<file path="config.mk">
export PLATFORM = sky130hd
export DESIGN_NAME = hamming_secded_decoder
export DESIGN_NICKNAME = d
export VERILOG_FILES = /design/src/rtl/hamming_pkg.sv /design/src/rtl/hamming_syndrome.sv /design/src/rtl/hamming_secded_decoder.sv
export SDC_FILE = /design/constraint.sdc
export NUM_CORES = 1
export LEC_CHECK = 0
export ABC_AREA = 1
export BUFFER_PORTS_ARGS = -buffer_cell sky130_fd_sc_hd__buf_2
export CORE_MARGIN = 5
export CORE_UTILIZATION = 45
export CTS_BUF_LIST = sky130_fd_sc_hd__clkbuf_8
export CTS_CLUSTER_SIZE = 25
export DETAILED_ROUTE_END_ITERATION = 7
export HOLD_SLACK_MARGIN = 0.12
export PLACE_DENSITY = 0.76
export REMOVE_ABC_BUFFERS = 1
export SETUP_SLACK_MARGIN = 0.05
export SLEW_MARGIN = 20
export SYNTH_ARGS = -nofsm -noshare
export SYNTH_HDL_FRONTEND = slang
export SYNTH_SLANG_ARGS = --single-unit
</file>
<file path="constraint.sdc">
create_clock -name clk -period 1.3 [get_ports clk]
set_clock_uncertainty 0.1 [all_clocks]
set_input_delay 0.26 -clock clk [delete_from_list [all_inputs] [get_ports clk]]
set_output_delay 0.26 -clock clk [all_outputs]
set_load 0.02 [all_outputs]
</file>
<file path="src/rtl/hamming_pkg.sv">
// Shared definitions for the parametrised SEC-DED Hamming codec family.
// Holds parity-width derivation, codeword layout helpers and the
// decode classification used by the decoder's second stage.
package hamming_pkg;

  // Width of the saturating error counters.
  localparam int unsigned CNT_W = 16;

  // Outcome of examining syndrome S and overall parity P.
  typedef enum logic [1:0] {
    DEC_CLEAN   = 2'd0,  // S=0, P=0
    DEC_FIX_PAR = 2'd1,  // S=0, P=1: only the overall parity bit is wrong
    DEC_FIX_BIT = 2'd2,  // P=1, S a valid position: flip bit S-1
    DEC_DOUBLE  = 2'd3   // uncorrectable
  } dec_class_e;

  // Smallest r with 2^r >= data_w + r + 1 (data_w up to 64 needs r <= 7).
  function automatic int unsigned par_w(input int unsigned data_w);
    int unsigned res;
    res = 8;
    for (int unsigned r = 7; r >= 1; r--) begin
      if ((32'd1 << r) >= data_w + r + 1) res = r;
    end
    return res;
  endfunction

  // True for Hamming positions 1, 2, 4, ... (the parity positions).
  function automatic logic is_pow2(input int unsigned pos);
    return (pos != 0) && ((pos & (pos - 1)) == 0);
  endfunction

  // Codeword bit index of data bit k: data bits fill the non-power-of-two
  // Hamming positions in ascending order, and bit index = position - 1.
  function automatic int unsigned data_pos(input int unsigned k);
    int unsigned cnt;
    int unsigned res;
    logic        found;
    cnt   = 0;
    res   = 0;
    found = 1'b0;
    for (int unsigned pos = 1; pos <= 128; pos++) begin
      if (!found && !is_pow2(pos)) begin
        if (cnt == k) begin
          res   = pos - 1;
          found = 1'b1;
        end
        cnt++;
      end
    end
    return res;
  endfunction

endpackage

</file>
<file path="src/rtl/hamming_syndrome.sv">
// Combinational syndrome / overall-parity generator for a SEC-DED codeword.
// S is the XOR of the Hamming positions of every set bit below the overall
// parity bit; P is the XOR of the whole codeword. Shared with the encoder.
module hamming_syndrome
  import hamming_pkg::*;
#(
  parameter  int unsigned DATA_W = 4,
  localparam int unsigned PAR_W  = par_w(DATA_W),
  localparam int unsigned CW_W   = DATA_W + PAR_W + 1
) (
  input  logic [CW_W-1:0]  cw,
  output logic [PAR_W-1:0] syn,
  output logic             par
);

  // Accumulate the position of each set bit into the syndrome.
  always_comb begin
    syn = '0;
    for (int unsigned i = 0; i < CW_W - 1; i++) begin
      if (cw[i]) syn = syn ^ PAR_W'(i + 1);
    end
  end

  // Even parity over the full codeword, overall parity bit included.
  always_comb begin
    par = ^cw;
  end

endmodule

</file>
<file path="src/rtl/hamming_secded_decoder.sv">
// Streaming two-stage SEC-DED Hamming decoder with valid/ready handshake.
// Stage 1 registers syndrome, overall parity and the raw codeword; stage 2
// registers corrected payload and status. Optional error counters are
// built when SECDED_ERR_CNT_EN is defined; otherwise they read as zero.
module hamming_secded_decoder
  import hamming_pkg::*;
#(
  parameter  int unsigned DATA_W = 4,
  localparam int unsigned PAR_W  = par_w(DATA_W),
  localparam int unsigned CW_W   = DATA_W + PAR_W + 1,
  localparam int unsigned POS_W  = $clog2(CW_W)
) (
  input  logic              clk,
  input  logic              rst,
  input  logic              in_valid,
  output logic              in_ready,
  input  logic [CW_W-1:0]   in_cw,
  output logic              out_valid,
  input  logic              out_ready,
  output logic [DATA_W-1:0] out_data,
  output logic              out_err_single,
  output logic              out_err_double,
  output logic [POS_W-1:0]  out_err_pos,
  input  logic              cnt_clr,
  output logic [CNT_W-1:0]  cnt_single,
  output logic [CNT_W-1:0]  cnt_double
);

  // Mask of codeword bits that carry payload.
  function automatic logic [CW_W-1:0] data_mask();
    logic [CW_W-1:0] m;
    m = '0;
    for (int unsigned k = 0; k < DATA_W; k++) m[data_pos(k)] = 1'b1;
    return m;
  endfunction

  localparam logic [CW_W-1:0] DATA_MASK = data_mask();

  logic              s1_valid;
  logic [CW_W-1:0]   s1_cw;
  logic [PAR_W-1:0]  s1_syn;
  logic              s1_par;

  logic [PAR_W-1:0]  in_syn;
  logic              in_par;

  logic              s1_adv;
  logic              s2_adv;
  logic              out_xfer;

  dec_class_e        dec_class;
  logic [DATA_W-1:0] dec_data;
  logic              dec_single;
  logic              dec_double;
  logic [POS_W-1:0]  dec_pos;
  logic              fix_bit;
  logic              unused_cw_bits;

  hamming_syndrome #(
    .DATA_W (DATA_W)
  ) u_syndrome (
    .cw  (in_cw),
    .syn (in_syn),
    .par (in_par)
  );

  // Pipeline advance conditions; in_ready follows out_ready combinationally.
  always_comb begin
    s2_adv   = !out_valid || out_ready;
    s1_adv   = !s1_valid || s2_adv;
    in_ready = s1_adv;
    out_xfer = out_valid && out_ready;
  end

  // Stage 1: capture syndrome, parity and raw codeword on input transfer.
  always_ff @(posedge clk or posedge rst) begin
    if (rst) begin
      s1_valid <= 1'b0;
      s1_cw    <= '0;
      s1_syn   <= '0;
      s1_par   <= 1'b0;
    end else if (s1_adv) begin
      s1_valid <= in_valid;
      if (in_valid) begin
        s1_cw  <= in_cw;
        s1_syn <= in_syn;
        s1_par <= in_par;
      end
    end
  end

  // Classify the stage-1 word from S and P.
  always_comb begin
    dec_class = DEC_CLEAN;
    if (s1_par) begin
      if (s1_syn == '0)                  dec_class = DEC_FIX_PAR;
      else if (32'(s1_syn) <= CW_W - 1)  dec_class = DEC_FIX_BIT;
      else                               dec_class = DEC_DOUBLE;
    end else if (s1_syn != '0) begin
      dec_class = DEC_DOUBLE;
    end
  end

  // Status flags and corrected position for the classified word.
  always_comb begin
    dec_single = 1'b0;
    dec_double = 1'b0;
    dec_pos    = '0;
    fix_bit    = 1'b0;
    unique case (dec_class)
      DEC_CLEAN: ;
      DEC_FIX_PAR: begin
        dec_single = 1'b1;
        dec_pos    = POS_W'(CW_W - 1);
      end
      DEC_FIX_BIT: begin
        dec_single = 1'b1;
        fix_bit    = 1'b1;
        dec_pos    = POS_W'(s1_syn - PAR_W'(1));
      end
      DEC_DOUBLE: dec_double = 1'b1;
      default: ;
    endcase
  end

  // Only payload bits are extracted; a correction flips a data bit when the
  // syndrome names that bit's Hamming position, so no full-width flip mask
  // is needed.
  for (genvar k = 0; k < DATA_W; k++) begin : g_extract
    localparam int unsigned DP = data_pos(k);
    assign dec_data[k] = s1_cw[DP] ^ (fix_bit && (s1_syn == PAR_W'(DP + 1)));
  end

  // Parity positions of the raw codeword are not needed after stage 1.
  assign unused_cw_bits = ^(s1_cw & ~DATA_MASK);

  // Stage 2: register decoded result; holds while stalled.
  always_ff @(posedge clk or posedge rst) begin
    if (rst) begin
      out_valid      <= 1'b0;
      out_data       <= '0;
      out_err_single <= 1'b0;
      out_err_double <= 1'b0;
      out_err_pos    <= '0;
    end else if (s2_adv) begin
      out_valid <= s1_valid;
      if (s1_valid) begin
        out_data       <= dec_data;
        out_err_single <= dec_single;
        out_err_double <= dec_double;
        out_err_pos    <= dec_pos;
      end
    end
  end

`ifdef SECDED_ERR_CNT_EN
  // Saturating corrected-error counter; clear wins over increment.
  always_ff @(posedge clk or posedge rst) begin
    if (rst)                                             cnt_single <= '0;
    else if (cnt_clr)                                    cnt_single <= '0;
    else if (out_xfer && out_err_single && cnt_single != '1) cnt_single <= cnt_single + 1'b1;
  end

  // Saturating uncorrectable-error counter; clear wins over increment.
  always_ff @(posedge clk or posedge rst) begin
    if (rst)                                             cnt_double <= '0;
    else if (cnt_clr)                                    cnt_double <= '0;
    else if (out_xfer && out_err_double && cnt_double != '1) cnt_double <= cnt_double + 1'b1;
  end
`else
  logic unused_cnt_clr;

  // Counters absent: outputs tied low, clear input ignored.
  always_comb begin
    cnt_single     = '0;
    cnt_double     = '0;
    unused_cnt_clr = cnt_clr ^ out_xfer;
  end
`endif

endmodule
</file>
---- Word level (Yosys, flattened, before mapping) ----
Cells that the tools add are included.
operators by class
  equal/unequal tests ..................... 7
  bitwise gates (word level) .............. 10
  mux-type cells .......................... 14
  reductions and logical operators ........ 14
  add/subtract/negate cells ............... 1
operators with widths
  kind                                                 count
  2-to-1 mux 3 bit                                     4
  2-to-1 mux 2 bit                                     5
  equality test 3 bit, second input constant           3
  XOR reduction 8 bit                                  1
  NOT 2 bit                                            3
  one-hot mux 3 bit (2 select lines)                   1
  equality test 2 bit, second input constant           2
  logical AND 1 bit                                    4
  2-to-1 mux 1 bit                                     4
  AND reduction 2 bit                                  2
  bitwise XOR 1 bit                                    4
  equality test 3 x 2 -> 1 bit, second input constant  1
  zero test 3 bit                                      1
  NOT 3 bit                                            1
  nonzero test 3 bit                                   1
  subtractor 3 x 1 -> 3 bit, second input constant     1
  equality test 2 x 1 -> 1 bit, second input constant  1
  zero test 1 bit                                      2
  logical OR 1 bit                                     2
  NOT 1 bit, first input constant                      2
  OR reduction 2 bit                                   1
storage, ports and cells
  output and inout port bits .............. 43
  flip-flop bits (word level) ............. 22

---- Longest topological paths before layout ----
Gate-level depths: netlist (run 1).
  word-level depth ........................ 11
  mapped depth ............................ 9
  gate-level depth less buffers ........... 9

---- By module ----
Synthesis (run 1) repeated with hierarchy kept, for this count alone.
unflattened totals
  cell total of the unflattened synthesis .. 195
  area, all modules ....................... 1455.1 µm²
modules (own cells, without submodules)
  module                  cells an instance  times used  area each (µm²)
  hamming_secded_decoder  149                1           1218.7
  hamming_syndrome        46                 1           236.5

---- Least setup slack after synthesis (run 1) ----
OpenSTA, ideal clock, no wires.
  kind .................................... reg-to-reg
  from .................................... reg s1_syn[0]
  to ...................................... reg out_data[0]
  slack ................................... -0.009 ns
  period minus slack after synthesis ...... 1.309 ns
  stages on the path, launching flop included .. 8
  library setup time ...................... 0.123 ns
  buffers on the path ..................... 0
  arrival time ............................ 1.086 ns
  path through ............................ dfrtp_1 -> inv_1 -> ha_1 -> inv_1 -> nand4_1 -> and2_1 -> nor2_1 -> o21ai_1
on the way
  word-level cells in the longest chain between the ends .. 7
  elaborated cells between the ends (all ways) .. 10
  classes of those cells .................. eq/ne (2); mux (4); bitwise (1); reduce/logical (3)
ends and longest elaborated chain
  element                                                RTL line                                                    RTL
  from (decl)                                            hamming_secded_decoder.sv:41                                logic [PAR_W-1:0] s1_syn;
  from (signal assigned)                                 hamming_secded_decoder.sv:86                                s1_syn <= in_syn;
  nonzero test 3 bit or zero test 3 bit (tied branches)  hamming_secded_decoder.sv:99, hamming_secded_decoder.sv:96
  2-to-1 mux 2 bit (on tied branches)                    hamming_secded_decoder.sv:99, hamming_secded_decoder.sv:96
  2-to-1 mux 2 bit                                       hamming_secded_decoder.sv:95                                if (s1_par) begin
  equality test 2 bit                                    hamming_secded_decoder.sv:110                               unique case (dec_class)
  2-to-1 mux 1 bit                                       hamming_secded_decoder.sv:110
  logical AND 1 bit *                                    hamming_secded_decoder.sv:131                               assign dec_data[k] = s1_cw[DP] ^ (fix_bit && (s1_syn == PAR_W'(DP + 1)));
  bitwise XOR 1 bit *                                    hamming_secded_decoder.sv:131
  to (signal assigned)                                   hamming_secded_decoder.sv:148                               out_data <= dec_data;
  to (decl)                                              hamming_secded_decoder.sv:20                                output logic [DATA_W-1:0] out_data,
Every way passes the cells marked *; elsewhere a longest branch is shown, timed or not.
A chain may end at the register's enable or synchronous reset.

---- Final worst setup path (run 1) ----
Ends and elaborated chain as after synthesis.

==> results.md, run 1 <==
* Mean number of vias per cell at roughly 4.3
* GRT overflow at 0
* Startpoint types: register
* Final wirelength at 2.24 mm
* Die area at about 4200 um^2
* CP Data Required Time at 1.34 ns
* Avg Inst Size Synth at 7.67 um^2
* Top delay family on crit path: simple AND/OR/NAND/NOR gates
* Crit end category: register
* Warning count from the yosys run at 0
* Sw Share at 39.2%
* Total negative setup slack at 0 ns
* HP Class: in -> reg
* Vias in the first global route at 838
* Pre-antenna DRT Iters at 4
* Std-Cell Rows at 19
* Power, Total at ~2.1 mW
* Gp weighted congestion at about 0.84
* Max clock buf depth at 2
* Post-DP HPWL at 1.76 mm
* Seq/Total Area, Yosys at 35.6%
* Status: completed
* # fillers at 280
* Max Cap Viol at 0
* Initial antenna violation count at 0
* DRT antenna net count at 0
* Post-synthesis cell area at 1340 um^2
* Period utilization at 99.4%
* CTS tree: done
* Final hold vios at 0
* Initial Utilization at 47.6%
* RSZ-0062 raised after global routing: yes
* H-tree depth at 1
* Crit path largest cell delay at 0.35 ns
* Final Non-Filler Cells at 239
* Power Density at 1400 nW/um^2
* Final #Nets at approximately 230
* Core Box Area at approximately 2800 um^2
* Die W at roughly 64 um
* Number of synthesized flops with an enable pin at 0
* Num Clock Sinks at 19
* Antenna fix cells at 0
* Top_reg_cell synth: dfrtp_1
* Leakage Power at 0.865 nW
* Final setup viols at 0
* Worst VDD drop at 0.452 mV
* Fmax at slightly below 0.8 GHz
* First-pass GRT wire length at 3.42 mm
* Port bufs at 22
* Drc violations at 0
* Pint at 1.28 mW
* Initial DRC Count at 36
* Vias at 1,016
* Final min period at about 1.3 ns
* Post-synth cell types at 24
* Sequential power share at 40.4%
* Seq cells post-synth at 19
* Crit path buffers/inverters at 1
* Total Routing Usage GR at about 10%
* Worst-path clk slew at 0.07 ns
* Largest net degree at the start of global routing at 20
* Reg area at 475 um^2
* Final Max Slew Viols at 0
* Ports at 56
* Root Driver: clkbuf_8
* Hold slack at 0.188 ns
* Synthesized instance count at 174
* CTS Buf Count at 3
* Crit path DAT at between 1 and 1.5 ns
* Comb pwr share at 40.5%
* Worst skew pair latency at roughly 0.25 ns
* Worst-path fanout max at 3
* Die height at 64.5 um
* Area Overhead vs Synth at 12.7%
* Critical-path cell list: buf_4 > ha_1 > nand4_1 > and2_1 > nor2_1 > o21ai_1
* Clk pwr share at a little under a fifth
* Routed len/inst at 9.37 um
* Net Sw Power at 0.823 mW
* Placed cell count at roughly 230
* Worst setup path class: reg -> reg
* Slowest CP cell: dfrtp_1
* Asr flop ratio synth at 100%
* Layout cells sized above 1 at between 20% and 30%
* Placement Setup Slack at 0.00869 ns
* Worst setup margin at 0.00810 ns
* Multi-input logic area at between 600 and 700 um^2
==> kinds of logic after synthesis <==
group | synth area share (%)
AOI/OAI and AO/OA | 7.31
xor gates and xnor gates | 5.25
other | 0.281
DFF | 35.6
buffers and inverters | 24.7
adders and majority gates | 4.69
and+or+nand+nor | 22.1
==> path summary, 6_finish.rpt <==
check,from,end,depth (start not counted),slack [ns]
setup / recovery,s1_syn[0],out_data[0],6,0.008
hold / removal,in_valid,s1_valid,3,0.19
setup reg to reg,s1_syn[0],out_data[0],6,0.008
hold reg to reg,out_err_pos[0],out_err_pos[0],2,0.37
max in group asynchronous,rst,s1_syn[1],4,0.44
min in group asynchronous,rst,out_data[2],4,0.46
==> flip-flops by register name, summed over array words and instances (netlist names) <==
name            flops
out_data            4
s1_cw               4
out_err_pos         3
s1_syn              3
out_err_double      1
out_err_single      1
out_valid           1
s1_par              1
s1_valid            1
==> power by group through the flow <==
stage / combinational [mW] / sequential (mW) / clock [mW]
4_1_cts: 0.838 / 0.844 / 0.414
6_report: 0.852 / 0.849 / 0.401
3_5_place_dp: 0.810 / 0.855 / 0
5_1_grt: 0.950 / 0.874 / 0.436
3_3_place_gp: 0.806 / 0.843 / 0
2_1_floorplan: 0.405 / 0.985 / 0
==> through the flow <==
| step | cell area, um^2 | util (%) |
|---|---|---|
| 4_1_cts | 1480 | 52.9 |
| 6_report | 1500 | 53.6 |
| 3_5_place_dp | 1410 | 50.1 |
| 5_1_grt | 1500 | 53.6 |
| 3_3_place_gp | 1410 | 50.1 |
| 2_1_floorplan | 1190 | - |
==> layout make-up <==
type,instances,share of cell area [%]
Clock inverter,1,0.333
Inverter,19,4.74
Clock buffer,3,2.75
Timing Repair Buffer,33,14.2
Multi-Input combinational cell,133,43.8
Sequential cell,19,31.6
Tap cell,31,2.58
==> worst register-to-register path, stage by stage, from the launching register on <==
cell and delay, ns:
dfrtp_1 0.35, buf_4 0.12, ha_1 0.16, nand4_1 0.12, and2_1 0.18, nor2_1 0.08
o21ai_1 0.06
==> routing by layer <==
| layer | GRT usage (%) | vias to the layer above | wire [um] |
|---|---|---|---|
| met4 | 3.96 | 0 | 30 |
| met5 | 0 | - | 0 |
| met2 | 18.2 | 31 | 1110 |
| met1 | 11.8 | 440 | 940 |
| li1 | - | 541 | - |
| met3 | 2.25 | 4 | 157 |
==> cells in the mapped netlist, drive strengths merged (2+ instances only) <==
master	count	area, um^2
inv	19	71.3
o21ai	13	65.1
ha	5	62.6
xnor2	2	17.5
nand3	6	35.0
a21oi	2	10.0
nand2	54	213
xor2	6	52.6
nor2	7	28.8
dfrtp	19	475
buf	34	259
==> placed cells by master, fill, tap and decap left out, drive strengths merged <==
cell	n
ha	5
xor2	6
and2	1
xnor2	2
nand4	1
nand2	54
a22o	1
a31oi	1
nor2	7
clkinv	1
a21oi	2
nand3	6
dlygate4sd3	1
or2	1
clkbuf	3
buf	32
inv	19
conb	32
dfrtp	19
o21ai	13
o31ai	1
==> what timing repair did <==
action                                 4_1_cts  5_1_grt
hold buffers                                 1        0
pin swaps                                    3        4
endpoints found under the hold margin       19        0
gates resized for setup                      4        6
setup endpoints to repair                    5       14
setup buffers                                2        1
(Power assumes the default switching activity.)
==> run 2: changes to the inputs <==
Settings changed: CORE_UTILIZATION 45 to 25, PLACE_DENSITY 0.76 to 0.46.
==> run 2 against run 1 <==
  * The run now ends with negative setup slack left
  * Non-clock buffer count rose by 5
  * Clock-buffer cell count did not move
  * Flip-flop and latch count did not move
  * Critical path type is now reg -> out
  * Largest cell class unchanged
  * Largest power group unchanged
==> results.md, run 2 (synthesized netlist as in run 1, its figures left out) <==
* Worst skew pair latency at 0.26 ns (about the same)
* Sw Share at 40.3% (+1.1 points)
* Final setup viols at 1 (+1)
* Startpoint types: register
* Final #Nets at 232 (+2.2%)
* Max Cap Viol at 0 (unchanged)
* H-tree depth at 1 (unchanged)
* Hold slack at 0.190 ns (+0.00171 ns)
* Most frequent cells in the layout: 50 x nand2_1, 32 x conb_1, 20 x buf_2, 19 x dfrtp_1, 12 x inv_1
* Total negative setup slack at -0.0372 ns (-0.0372 ns)
* Gp weighted congestion at 0.728 (-14%)
* Sequential power share at 38.0% (-2.4 points)
* Layout cells sized above 1 at 30.0% (+5.0 points)
* Fmax at 0.748 GHz (-3.4%)
* Power Density at 1340 nW/um^2 (-3.8%)
* Worst setup margin at -0.0372 ns (-0.0453 ns)
* Final Max Slew Viols at 0 (unchanged)
* Antenna fix cells at 0 (unchanged)
* Final instance area at 1690 um^2 (+12%)
* Mean number of vias per cell at 3.58 (-16%)
* Vias at 1,013 (-0.30%)
* CTS Buf Count at 3 (unchanged)
* Worst VDD drop at 0.396 mV (-12%)
* Pre-antenna DRT Iters at 4 (unchanged)
* Final wirelength at 2.59 mm (+16%)
* Area Overhead vs Synth at 26.6%
* Most common cell after layout, fill and taps aside: nand2_1
* Net Sw Power at 0.916 mW (+11%)
* Total Routing Usage GR at 7.60% (-2.6 points)
* CP Data Required Time at 0.94 ns (-0.40 ns)
* Root Driver: clkbuf_8
* GRT overflow at 0 (unchanged)
* Worst setup path class: reg -> out
* Final hold vios at 0 (unchanged)
* Core Box Area at 5140 um^2 (+83%)
* Die height at 83.1 um (+29%)
* Die W at 83.1 um (+29%)
* Pint at 1.36 mW (+6.0%)
* Initial Utilization at 26.0% (-22 points)
* Crit end category: primary output
* Top Registers: out_data (4), s1_cw (4)
* # fillers at 580 (+110%)
* Largest net degree at the start of global routing at 20 (unchanged)
* Uppermost layer routed: met4
* Post-DP HPWL at 1.99 mm (+13%)
* Worst-path fanout max at 3 (unchanged)
* DRT antenna net count at 0 (unchanged)
* Std-Cell Rows at 26 (+7)
* Status: finished, violations left
* Flop2flop setup slack at 0.04 ns (+0.03 ns)
* DR WL met3 at 189 um (+20%)
* Crit path DAT at 0.98 ns (-0.35 ns)
* Metal-1 WL at 1.26 mm (+34%)
* Die area at 6900 um^2 (+66%)
* Leakage Power at 0.897 nW (+3.7%)
* CTS tree: done
* Comb pwr share at 43.3% (+2.8 points)
* Max clock buf depth at 2 (unchanged)
* Initial antenna violation count at 0 (unchanged)
* RSZ-0062 raised after global routing: yes
* Initial DRC Count at 21 (-42%)
* Period utilization at 103% (+3.5 points)
* Cell Area, Placed at 1460 um^2 (+3.6%)
* Ports at 56 (unchanged)
* First-pass GRT wire length at 4.35 mm (+27%)
* Drc violations at 0 (unchanged)
* Port bufs at 22 (unchanged)
* Met2 wire len at 1.09 mm (-1.8%)
* Num Clock Sinks at 19 (unchanged)
* Final min period at 1.34 ns (+0.0453 ns)
* Routed len/inst at 9.14 um (-2.4%)
* Vias in the first global route at 1,001 (+19%)
* Failing checks: negative setup slack
* Worst-path clk slew at 0.08 ns (about the same)
* Clk pwr share at 18.7% (-0.4 points)
* HP Class: in -> reg
==> run 2: changes by cell type in the layout (fill, tap and decap cells not counted), sizes merged <==
cell,change
clkinvlp,+1
buf,+5
clkinv,-1
==> run 2: path summary, 6_finish.rpt <==
| kind | from | endpoint | depth (start not counted) |
|---|---|---|---|
| max in group asynchronous | rst | out_err_pos[1] | 4 |
| max | out_valid | in_ready | 3 |
| min in group asynchronous | rst | out_data[2] | 4 |
| max reg2reg | s1_syn[1] | out_data[1] | 6 |
| min reg2reg | out_err_double | out_err_double | 2 |
| min | in_cw[6] | s1_cw[6] | 3 |
==> run 2: power by group through the flow <==
stage | logic [mW] | registers [mW] | clock network [mW]
4_1_cts | 0.948 | 0.858 | 0.439
2_1_floorplan | 0.405 | 0.985 | 0
3_5_place_dp | 0.829 | 0.856 | 0
5_1_grt | 1.09 | 0.885 | 0.459
6_report | 0.983 | 0.863 | 0.425
3_3_place_gp | 0.821 | 0.856 | 0
==> run 2: worst max-delay path: stages (launching register included) <==
cell	delay, ns
dfrtp_1	0.40
buf_6	0.13
nand3_4	0.07
buf_6	0.12
==> run 2: timing repair <==
| action | CTS | global route |
|---|---|---|
| endpoints found under the hold margin | 19 | 0 |
| endpoints found under the setup margin | 9 | 15 |
| hold buffers | 1 | 0 |
| pin swaps | 10 | 13 |
| resized for setup | 27 | 5 |
| setup buffers | 3 | 3 |
==> run 2: cell type report <==
class                      count  area, um^2  area share, %
tap                           70        87.6           5.18
sequential                    19         475           28.1
multi-input combinational    133         741           43.8
clock buffer                   3        41.3           2.44
inverter                      19        73.8           4.37
timing repair buffer          38         264           15.6
clock inverter                 1        7.51          0.444
==> run 2: layer usage <==
metal,track usage (%),vias up
li1,-,546
met1,10.3,423
met2,11.2,40
met3,1.68,4
met4,4.01,0
met5,0,-
==> run 2: metrics by stage <==
stage	worst slack (ns)	std cells	power (mW)	utilization (%)
after floorplan	-0.0147	171	1.39	-
after global placement	0.0378	272	1.68	28.4
after detailed placement	0.0262	272	1.69	28.4
after CTS	-0.0451	280	2.24	32.2
after global routing	-0.0826	283	2.44	32.9
final	-0.0372	283	2.27	32.9
